$ cat src/rtl/branch_target_buffer_pkg.sv
// Shared BTB types and constants.
// Entry layout, index/tag widths, counter encodings.
package branch_target_buffer_pkg;

  localparam int BTB_IDX_W = 2;
  localparam int BTB_TAG_W = 32 - BTB_IDX_W - 2;
  localparam int BTB_ENTRIES = 1 << BTB_IDX_W;

  localparam logic [1:0] CNT_WEAK_NT = 2'b01;
  localparam logic [1:0] CNT_WEAK_T = 2'b10;

  typedef logic [31:0] word_t;
  typedef logic [BTB_IDX_W-1:0] btb_idx_t;
  typedef logic [BTB_TAG_W-1:0] btb_tag_t;

  typedef struct packed {
    logic     valid;
    btb_tag_t tag;
    word_t    target;
    logic [1:0] cnt;
  } btb_entry_t;

endpackage

$ cat src/rtl/branch_target_buffer_if.sv
// BTB fetch-lookup and mem-stage update bundle.
// master: pipeline side; slave: BTB side.
interface branch_target_buffer_if;
  import branch_target_buffer_pkg::*;

  word_t    fetch_pc;
  logic     btb_taken;
  word_t    btb_target;
  btb_idx_t btb_index;

  logic     upd_en;
  word_t    upd_pc;
  btb_idx_t upd_index;
  logic     upd_taken;
  word_t    upd_target;
  logic     upd_pred_tk;
  word_t    upd_pred_tgt;
  logic     mispredict;

  modport master (
    output fetch_pc,
    output upd_en,
    output upd_pc,
    output upd_index,
    output upd_taken,
    output upd_target,
    output upd_pred_tk,
    output upd_pred_tgt,
    input  btb_taken,
    input  btb_target,
    input  btb_index,
    input  mispredict
  );

  modport slave (
    input  fetch_pc,
    input  upd_en,
    input  upd_pc,
    input  upd_index,
    input  upd_taken,
    input  upd_target,
    input  upd_pred_tk,
    input  upd_pred_tgt,
    output btb_taken,
    output btb_target,
    output btb_index,
    output mispredict
  );

endinterface

$ cat src/rtl/branch_target_buffer_sat_counter2.sv
// 2-bit saturating counter next-state.
// Ports: cnt, inc/dec/load (mutually exclusive), load_val -> nxt.
module sat_counter2 (
  input  logic [1:0] cnt,
  input  logic       inc,
  input  logic       dec,
  input  logic       load,
  input  logic [1:0] load_val,
  output logic [1:0] nxt
);

  always_comb begin
    nxt = cnt;
    unique case (1'b1)
      load: nxt = load_val;
      inc: begin
        if (cnt != 2'b11) nxt = cnt + 2'd1;
      end
      dec: begin
        if (cnt != 2'b00) nxt = cnt - 2'd1;
      end
      default: ;
    endcase
  end

endmodule

$ cat src/rtl/branch_target_buffer.sv
// Direct-mapped BTB with 2-bit direction counters.
// Ports: CLK, nRST, bus (slave), br_count, mispred_count.
module branch_target_buffer
  import branch_target_buffer_pkg::*;
#(
  parameter logic [1:0] CNT_INIT = CNT_WEAK_NT
) (
  input  logic CLK,
  input  logic nRST,
  branch_target_buffer_if.slave bus,
  output word_t br_count,
  output word_t mispred_count
);

  btb_entry_t tbl [BTB_ENTRIES];

  logic [1:0] cnt_nxt [BTB_ENTRIES];
  logic [BTB_ENTRIES-1:0] c_inc;
  logic [BTB_ENTRIES-1:0] c_dec;
  logic [BTB_ENTRIES-1:0] c_load;

  btb_idx_t   f_idx;
  btb_entry_t f_ent;
  logic       f_hit;
  btb_entry_t u_ent;
  logic       u_hit;
  logic       misp;

  logic unused_pc_lsb;
  assign unused_pc_lsb = ^{bus.fetch_pc[1:0], bus.upd_pc[1:0]};

  always_comb begin
    f_idx = bus.fetch_pc[BTB_IDX_W+1:2];
    f_ent = tbl[f_idx];
    f_hit = f_ent.valid &&
            (f_ent.tag == bus.fetch_pc[31:BTB_IDX_W+2]);
  end

  assign bus.btb_index  = f_idx;
  assign bus.btb_taken  = f_hit & f_ent.cnt[1];
  assign bus.btb_target = f_hit ? f_ent.target : '0;

  always_comb begin
    u_ent = tbl[bus.upd_index];
    u_hit = u_ent.valid &&
            (u_ent.tag == bus.upd_pc[31:BTB_IDX_W+2]);
    misp  = bus.upd_en &&
            ((bus.upd_taken != bus.upd_pred_tk) ||
             (bus.upd_taken && bus.upd_pred_tk &&
              (bus.upd_target != bus.upd_pred_tgt)));
  end

  assign bus.mispredict = misp;

  // Only the addressed entry trains; a not-taken miss leaves
  // the table untouched so cold branches don't evict.
  always_comb begin
    c_inc  = '0;
    c_dec  = '0;
    c_load = '0;
    for (int i = 0; i < BTB_ENTRIES; i++) begin
      if (bus.upd_en && (bus.upd_index == btb_idx_t'(i))) begin
        c_inc[i]  = u_hit & bus.upd_taken;
        c_dec[i]  = u_hit & ~bus.upd_taken;
        c_load[i] = ~u_hit & bus.upd_taken;
      end
    end
  end

  for (genvar e = 0; e < BTB_ENTRIES; e++) begin : g_cnt
    sat_counter2 u_cnt (
      .cnt      (tbl[e].cnt),
      .inc      (c_inc[e]),
      .dec      (c_dec[e]),
      .load     (c_load[e]),
      .load_val (CNT_WEAK_T),
      .nxt      (cnt_nxt[e])
    );
  end

  always_ff @(posedge CLK or negedge nRST) begin
    if (!nRST) begin
      for (int i = 0; i < BTB_ENTRIES; i++) begin
        tbl[i].valid  <= 1'b0;
        tbl[i].tag    <= '0;
        tbl[i].target <= '0;
        tbl[i].cnt    <= CNT_INIT;
      end
      br_count      <= '0;
      mispred_count <= '0;
    end else begin
      for (int i = 0; i < BTB_ENTRIES; i++) begin
        tbl[i].cnt <= cnt_nxt[i];
        if (c_load[i]) begin
          tbl[i].valid  <= 1'b1;
          tbl[i].tag    <= bus.upd_pc[31:BTB_IDX_W+2];
          tbl[i].target <= bus.upd_target;
        end else if (c_inc[i]) begin
          tbl[i].target <= bus.upd_target;
        end
      end
      br_count      <= br_count + 32'(bus.upd_en);
      mispred_count <= mispred_count + 32'(misp);
    end
  end

  idx_matches_pc: assert property (
    @(posedge CLK) disable iff (!nRST)
    bus.upd_en |->
      (bus.upd_index == bus.upd_pc[BTB_IDX_W+1:2])
  );

endmodule
$ cat src/flat_wrapper.sv
// flat-port wrapper written by rule: the top's interface ports become plain ports
module branch_target_buffer_flat import branch_target_buffer_pkg::*;
#(
  parameter logic [1:0] CNT_INIT = CNT_WEAK_NT
)
  (CLK, nRST, br_count, mispred_count, bus_fetch_pc, bus_upd_en, bus_upd_pc, bus_upd_index, bus_upd_taken, bus_upd_target, bus_upd_pred_tk, bus_upd_pred_tgt, bus_btb_taken, bus_btb_target, bus_btb_index, bus_mispredict);
  branch_target_buffer_if bus_i ();
  input  logic CLK;
  input  logic nRST;
  output word_t br_count;
  output word_t mispred_count;
  input wire logic [$bits(bus_i.fetch_pc)-1:0] bus_fetch_pc;
  input wire logic [$bits(bus_i.upd_en)-1:0] bus_upd_en;
  input wire logic [$bits(bus_i.upd_pc)-1:0] bus_upd_pc;
  input wire logic [$bits(bus_i.upd_index)-1:0] bus_upd_index;
  input wire logic [$bits(bus_i.upd_taken)-1:0] bus_upd_taken;
  input wire logic [$bits(bus_i.upd_target)-1:0] bus_upd_target;
  input wire logic [$bits(bus_i.upd_pred_tk)-1:0] bus_upd_pred_tk;
  input wire logic [$bits(bus_i.upd_pred_tgt)-1:0] bus_upd_pred_tgt;
  output wire logic [$bits(bus_i.btb_taken)-1:0] bus_btb_taken;
  output wire logic [$bits(bus_i.btb_target)-1:0] bus_btb_target;
  output wire logic [$bits(bus_i.btb_index)-1:0] bus_btb_index;
  output wire logic [$bits(bus_i.mispredict)-1:0] bus_mispredict;
  assign bus_i.fetch_pc = bus_fetch_pc;
  assign bus_i.upd_en = bus_upd_en;
  assign bus_i.upd_pc = bus_upd_pc;
  assign bus_i.upd_index = bus_upd_index;
  assign bus_i.upd_taken = bus_upd_taken;
  assign bus_i.upd_target = bus_upd_target;
  assign bus_i.upd_pred_tk = bus_upd_pred_tk;
  assign bus_i.upd_pred_tgt = bus_upd_pred_tgt;
  assign bus_btb_taken = bus_i.btb_taken;
  assign bus_btb_target = bus_i.btb_target;
  assign bus_btb_index = bus_i.btb_index;
  assign bus_mispredict = bus_i.mispredict;
  branch_target_buffer #(.CNT_INIT(CNT_INIT)) u_core (.CLK(CLK), .nRST(nRST), .bus(bus_i), .br_count(br_count), .mispred_count(mispred_count));
endmodule
$ cat config.mk
export PLATFORM = sky130hd
export DESIGN_NAME = branch_target_buffer_flat
export DESIGN_NICKNAME = d
export VERILOG_FILES = /design/src/rtl/branch_target_buffer_pkg.sv /design/src/rtl/branch_target_buffer_if.sv /design/src/rtl/branch_target_buffer_sat_counter2.sv /design/src/rtl/branch_target_buffer.sv /design/src/flat_wrapper.sv
export SDC_FILE = /design/constraint.sdc
export NUM_CORES = 1
export LEC_CHECK = 0
export BUFFER_PORTS_ARGS = -buffer_cell sky130_fd_sc_hd__buf_2
export CAP_MARGIN = 15
export CORE_MARGIN = 4
export CORE_UTILIZATION = 50
export CTS_CLUSTER_SIZE = 24
export DETAILED_ROUTE_END_ITERATION = 8
export PLACE_DENSITY = 0.75
export SKIP_CTS_REPAIR_TIMING = 1
export SLEW_MARGIN = 10
export SYNTH_ARGS = -nofsm -noshare
export SYNTH_HDL_FRONTEND = slang
export SYNTH_SLANG_ARGS = --single-unit
$ cat constraint.sdc
create_clock -name CLK -period 4.6 [get_ports CLK]
set_input_delay 0.92 -clock CLK [delete_from_list [all_inputs] [get_ports CLK]]
set_output_delay 0.92 -clock CLK [all_outputs]
set_load 0.1 [all_outputs]
# == After elaboration in Yosys (flattened, before gate mapping) ==
# Cells that the tools add are included.
# classes
n_reduce_logical,27
n_lt_le_gt_ge,2
n_bitwise,8
addsub,10
muxes,39
eq_ne,19
# ops
op,n
32-bit 2-to-1 mux,9
63-bit binary-select mux with 2-bit select,2
63-bit 2-to-1 mux,4
32-bit by 1-bit adder with 32-bit output,2
28-bit equality test,2
32-bit inequality test,1
2-bit case mux with 3 select lines,4
2-bit 2-to-1 mux,8
2-bit by 1-bit inequality test with 1-bit output (second input constant),8
2-bit nonzero test,8
1-bit 2-to-1 mux,12
3-bit AND reduction,4
3-bit nonzero test,4
1-bit logical AND,9
2-bit by 1-bit adder with 2-bit output (second input constant),4
2-bit inequality test (second input constant),4
2-bit by 1-bit subtractor with 2-bit output (second input constant),4
3-bit greater-or-equal comparator (second input constant),2
2-bit NOT with 3-bit output,2
1-bit bitwise AND,4
2-bit equality test (second input constant),2
2-bit by 1-bit equality test with 1-bit output (second input constant),1
2-bit logical NOT,1
1-bit NOT,2
2 further kinds,2
# totals
register_bits,316
in_bits,135
out_inout_bits,100
wordCells,123

# == Longest topological paths before layout ==
# Gate-level depths: netlist (run 1).
# logic_depth
ltp_word,11
ltp_mapped,15
mapped_depth_nobuf,15

# == Hierarchy ==
# From an unflattened synthesis (run 1), not the netlist that was laid out.
# hier_totals
cells_unflattened,1135
area_unflattened_um2,16105.4
# modules_own_cells
mod,cells_per_inst,instances,area_each_um2,seq_area_each_um2
branch_target_buffer,1099,1,15880.2,7912.6
sat_counter2,9,4,56.3,0.0

# == Worst setup path before layout (run 1) ==
# No wires, ideal clock.
# synth_timing
path_kind,input -> output
start,in bus_fetch_pc[2]
end,out bus_btb_target[10]
arrival_ps,4459
path_slack_ps,-779
cell_stages,9
n_path_buf,3
t_required_ps,3680
cell_sequence,clkbuf_1 > buf_2 > mux4_2 > xnor2_1 > nand4_1 > nor4_1 > nand4_1 > clkbuf_1 > nor2b_1
# synth_between
elab_chain_len,7
# synth_lines
item,line,source
start: declaration,flat_wrapper.sv:12,input wire logic [$bits(bus_i.fetch_pc)-1:0] bus_fetch_pc;
2-bit NOT with 3-bit output (implied by the code) *,branch_target_buffer.sv:34,f_ent = tbl[f_idx];
63-bit binary-select mux with 2-bit select *,branch_target_buffer.sv:34,
63-bit 2-to-1 mux (implied by the code) * (2 in a row),branch_target_buffer.sv:34,
28-bit equality test,branch_target_buffer.sv:36,(f_ent.tag == bus.fetch_pc[31:BTB_IDX_W+2]);
1-bit logical AND,branch_target_buffer.sv:35,f_hit = f_ent.valid &&
32-bit 2-to-1 mux *,branch_target_buffer.sv:41,assign bus.btb_target = f_hit ? f_ent.target : '0;
end: declaration,flat_wrapper.sv:21,output wire logic [$bits(bus_i.btb_target)-1:0] bus_btb_target;
# Every way passes the cells marked *; elsewhere a longest branch is shown, timed or not. The select of a mux whose other input is x is not followed.

# == Worst setup path in the final report (run 1) ==
# layout_timing
start,in bus_fetch_pc[2]
end,out bus_btb_target[31]
# The elaborated chain is that of the path after synthesis.

==> results.ini, run 1 <==
[timing]
finalClockSkew_ns=0.0289
timing_hold_violations_final=0
finalSetupViolations=0
period_share=0.976
relSlewSlack=0.442
tns_ns=0
rsz0062_at_grt=no
max_freq_ghz=0.223
maxSlewViolCount=0
period_needed_ns=4.49
worst_slew_pin_slew_ns=0.837

[clock_network]
clk_path_buf_depth=3
cts-root-buf=clkbuf_16
tritoncts=built
cts_sinks=316
clkTransAtPathRegs_ns=0.05
numCtsBuffers=35
clock_tree.htree_level_count=2
insertion_delay_ns=0.52

[global_routing]
grt_pass1_vias=11100
grt_pass1_wl_um=60500
grt_use_total=0.221
grt_antenna_before_repair=3
grt_max_degree=106
grt-ovfl-total=0

[power]
finalPower_uw=8450
power_density_nw_per_um2=436
ir_worst_vdd_mv=0.332
p_leak_uw=0.00863

[die]
dieWidth_um=186
rows=64
die_y_um=186
fp.coreArea_um2=30900
dieArea_um2=34500
num_io_pins=235
initial_core_util=0.511

[logic_synthesis]
synth-seq-area-share=0.501
synthArstFlopShare=1.00
synthFlopType=dfrtp_1
synth-edff-count=0
synth_cell_type_count=51
ys_warn_count=0
netlist_instances=1193
synth_fp_nets=1333
ys_ff_latch=316
syn-cell-area_um2=15800
syn_area_per_cell_um2=13.2

[setup_path]
cp_data_required_time_ns=3.68
cp-start-kind=input port
critPathMaxFanout=33
cp_slowest_stage_delay_ns=0.55
reg2regPathDepth=8
crit_chain=buf_6, mux4_2, xor2_1, nor4_1, buf_4, nand3_1, nor3_1, nand4_1, buf_12, nor2b_2, buf_12
cp-end-kind=output port
arrival_ns=3.57
slowest_stage=mux4_2
path_common_cell=buf_12
worstSetupPathType=input port to output port

[detailed_routing]
viasPerCell=5.74
drt-total-wl_um=38100
vias=10600
drt_first_pass_iters=5
drtAntennaViolNets=0
first_iter_violations=602
drc=0
wire_per_inst_um=20.6

[place]
io_buffers=228
hpwl_um=26200
gp_congestion=0.815
placed_cells=1788

[run]
cap_violations=0

[min_path]
hold_class=input port to async pin

[cells_and_area]
area_growth_pct=22.7
drive_gt1_frac=0.421
instances_no_fill=1849
finalNetCount=1569

[outcome]
status=completed

-- final timing paths --
kind | endpoint | slack [ns] | startpoint
min in group CLK | u_core.tbl[94] | 0.47 | u_core.tbl[94]
max in group asynchronous | u_core.tbl[134] | 3.15 | nRST
max reg2reg | u_core.tbl[179] | 1.30 | u_core.tbl[239]
min reg2reg | u_core.tbl[94] | 0.47 | u_core.tbl[94]
min | u_core.tbl[110] | 0.43 | nRST
max | bus_btb_target[31] | 0.11 | bus_fetch_pc[2]
-- kinds of logic after synthesis --
kind of cell    synth area share
xor+xnor                  0.0793
compound gates            0.0235
mux                        0.276
buf+inv                   0.0212
flops                      0.501
fa+ha+maj                0.00396
simple gates              0.0950
-- synth_stat cells (all sizes together), types with 3 or more instances --
cell type  instances  area share
o22ai              5      0.0020
nor2              26      0.0062
nor2b             38       0.015
buf               30       0.013
nor4              10      0.0044
ha                 5      0.0040
a41o               4      0.0025
o21ai             11      0.0040
nand3             30      0.0095
mux4              80        0.11
and4               6      0.0033
a21oi              4      0.0013
mux2i             21       0.013
inv                3     0.00071
dfstp              4      0.0067
clkbuf            31      0.0074
nand2            136       0.032
nor3               9      0.0029
a2bb2oi            3      0.0017
xor2              35       0.019
nand2b             6      0.0024
mux2             208        0.15
xnor2            108       0.060
dfrtp            312        0.49
o211a              3      0.0019
and3              13      0.0052
nand4             25      0.0099
a41oi              3      0.0017
and2               4      0.0016
-- sequential cells by signal (all words and copies together) (netlist names) --
name / flops
u_core.br_count: 32
u_core.tbl: 252
u_core.mispred_count: 32
-- cells in the final DEF, fill, tap and decap left out, drive strengths merged, types with 6 or more instances in the layout --
cell,instances
mux2,208
xor2,35
and3,13
mux2i,21
nor3,9
buf,260
mux4,80
xnor2,108
nand4,25
nand2,136
dfrtp,312
and4,6
nand2b,6
nor2b,38
nor4,10
nand3,30
nor2,26
clkbuf,51
o21ai,11
-- per-stage QoR --
stage	setup slack (ns)	instance area, um2	utilization	hold WS (ns)
after floorplan	0.159	16000	-	0.440
after global placement	0.101	18200	0.588	0.452
after detailed placement	0.0603	18200	0.588	0.457
after CTS	0.0448	19400	0.627	0.471
after global routing	0.0322	19400	0.627	0.492
final	0.111	19400	0.627	0.435
-- final cells by class --
type | count | area [um2]
fillers | 2368 | 11500
flip-flops and latches | 316 | 7910
multi-input cells | 813 | 7790
repair buffers | 260 | 1980
clock buffers | 51 | 1020
well taps | 396 | 495
clock inverters | 9 | 160
inverters | 3 | 11.3
diodes | 1 | 2.50
-- worst max-delay path, delay by kind of cell --
family / cells / cell delay [ns]
XOR/XNOR: 1 / 0.16
AND/OR/NAND/NOR: 5 / 0.98
buffers and inverters: 4 / 0.86
multiplexers: 1 / 0.55
-- routing by layer --
| metal | vias up | track usage | wire length, um | share of wire |
|---|---|---|---|---|
| met1 | 5457 | 0.317 | 16700 | 0.44 |
| li1 | 4780 | - | - | - |
| met5 | - | 0 | 26 | 0.00068 |
| met4 | 4 | 0.0563 | 882 | 0.023 |
| met3 | 62 | 0.0315 | 2080 | 0.054 |
| met2 | 313 | 0.358 | 18400 | 0.48 |
-- power breakdown --
part           switching, uW  internal [uW]
Sequential               346           3300
Combinational           1040            911
Clock                   1100           1760
Power figures use the tool's default switching activity.
==> run 2: changes to the inputs <==
MAX_ROUTING_LAYER = met4   (was default)
==> results.ini, run 2 (same netlist as run 1, synthesis figures left out) <==
[outcome]
status=completed

[die]
dieArea_um2=34500
fp.coreArea_um2=30900
num_io_pins=235
die_y_um=186
initial_core_util=0.511
dieWidth_um=186
rows=64

[cells_and_area]
largestRegisters=u_core.tbl (252), u_core.br_count (32), u_core.mispred_count (32)
top_register=u_core.tbl
fillCellCount=2368
drive_gt1_frac=0.421
largest_reg_flops=252
mostFrequentLayoutCells=dfrtp_1 (312), buf_2 (193), mux2_2 (172), nand2_1 (136), xnor2_1 (108)
final_common_cell=dfrtp_1
area_growth_pct=22.7
finalNetCount=1569

[detailed_routing]
wire_per_inst_um=20.6
drt-total-wl_um=38200
drtAntennaViolNets=0
viasPerCell=5.71
drt_first_pass_iters=5
vias=10600
first_iter_violations=592
drc=0

[setup_path]
critPathBufInv=4
slowest_stage=mux4_2
cp-end-kind=output port
crit_chain=buf_6, mux4_2, xor2_1, nor4_1, buf_4, nand3_1, nor3_1, nand4_1, buf_12, nor2b_2, buf_12
critPathTopFamily=simple AND/OR/NAND/NOR gates
cp_data_required_time_ns=3.68
worstSetupPathType=input port to output port
cp_slowest_stage_delay_ns=0.55
path_common_cell=buf_12
cp-start-kind=input port
arrival_ns=3.57
critPathMaxFanout=33

[timing]
relSlewSlack=0.433
finalClockSkew_ns=0.0307
hold_ws_ns=0.431
period_share=0.976
timing_hold_violations_final=0
rsz0062_at_grt=no
tns_ns=0
period_needed_ns=4.49
worst_slew_pin_slew_ns=0.851
finalSetupViolations=0
max_freq_ghz=0.223
maxSlewViolCount=0

[clock_network]
clkTransAtPathRegs_ns=0.05
clock_tree.htree_level_count=2
tritoncts=built
cts-root-buf=clkbuf_16
clk_path_buf_depth=3
numCtsBuffers=35
insertion_delay_ns=0.52
cts_sinks=316

[global_routing]
grt_antenna_before_repair=3
grt-ovfl-total=0
grt_max_degree=106
grt_pass1_wl_um=60400
grt_pass1_vias=11100
grt_use_total=0.227

[place]
gp_congestion=0.827
io_buffers=228
hpwl_um=26200

[min_path]
hold_class=input port to async pin

[power]
power_density_nw_per_um2=436
ir_worst_vdd_mv=0.332
p_leak_uw=0.00863
finalPower_uw=8460

[run]
cap_violations=0

-- run 2: worst register-to-register path, cell delays in order, from the launching register on --
cell,delay (ns)
dfrtp_1,0.40
mux4_2,0.48
xnor2_1,0.20
o211ai_1,0.16
nor4_1,0.52
or4b_4,0.60
o21bai_2,0.21
buf_12,0.25
mux2_1,0.37
-- run 2: where the power goes --
| part | switching (uW) | internal (uW) | total (uW) |
|---|---|---|---|
| clock | 1100 | 1760 | 2860 |
| sequential | 347 | 3300 | 3650 |
| combinational | 1040 | 911 | 1950 |
| total | 2490 | 5970 | 8460 |
-- run 2: path summary, 6_finish.rpt --
path	startpoint	end	slack, ns	cells past startpoint
max	bus_fetch_pc[2]	bus_btb_target[31]	0.11	11
min	nRST	u_core.tbl[107]	0.43	1
max reg2reg	u_core.tbl[239]	u_core.tbl[179]	1.26	8
min reg2reg	u_core.tbl[94]	u_core.tbl[94]	0.47	2
max in group asynchronous	nRST	u_core.tbl[84]	3.14	2
min in group CLK	u_core.tbl[94]	u_core.tbl[94]	0.47	2
-- run 2: through the flow --
stage	instance area [um2]	cells	setup slack [ns]	util
after global routing	19400	1851	0.0322	0.627
after CTS	19400	1848	0.0448	0.627
final	19400	1851	0.112	0.627
after detailed placement	18200	1788	0.0603	0.588
after global placement	18200	1788	0.101	0.588
after floorplan	16000	1193	0.159	-
-- run 2: cell type report --
type | instances | area (um2) | area share
Antenna cell | 3 | 7.51 | 0.000387
Clock buffer | 51 | 1020 | 0.0525
Timing Repair Buffer | 260 | 1980 | 0.102
Inverter | 3 | 11.3 | 0.000581
Clock inverter | 9 | 160 | 0.00827
Sequential cell | 316 | 7910 | 0.408
Tap cell | 396 | 495 | 0.0256
Multi-Input combinational cell | 813 | 7790 | 0.402
-- run 2: metal layers --
| metal | GRT usage | vias to the layer above | wire (um) |
|---|---|---|---|
| met5 | - | - | 0 |
| met4 | 0.0563 | 0 | 860 |
| met3 | 0.0309 | 61 | 1940 |
| met2 | 0.359 | 300 | 18500 |
| met1 | 0.317 | 5432 | 16900 |
| li1 | - | 4777 | - |
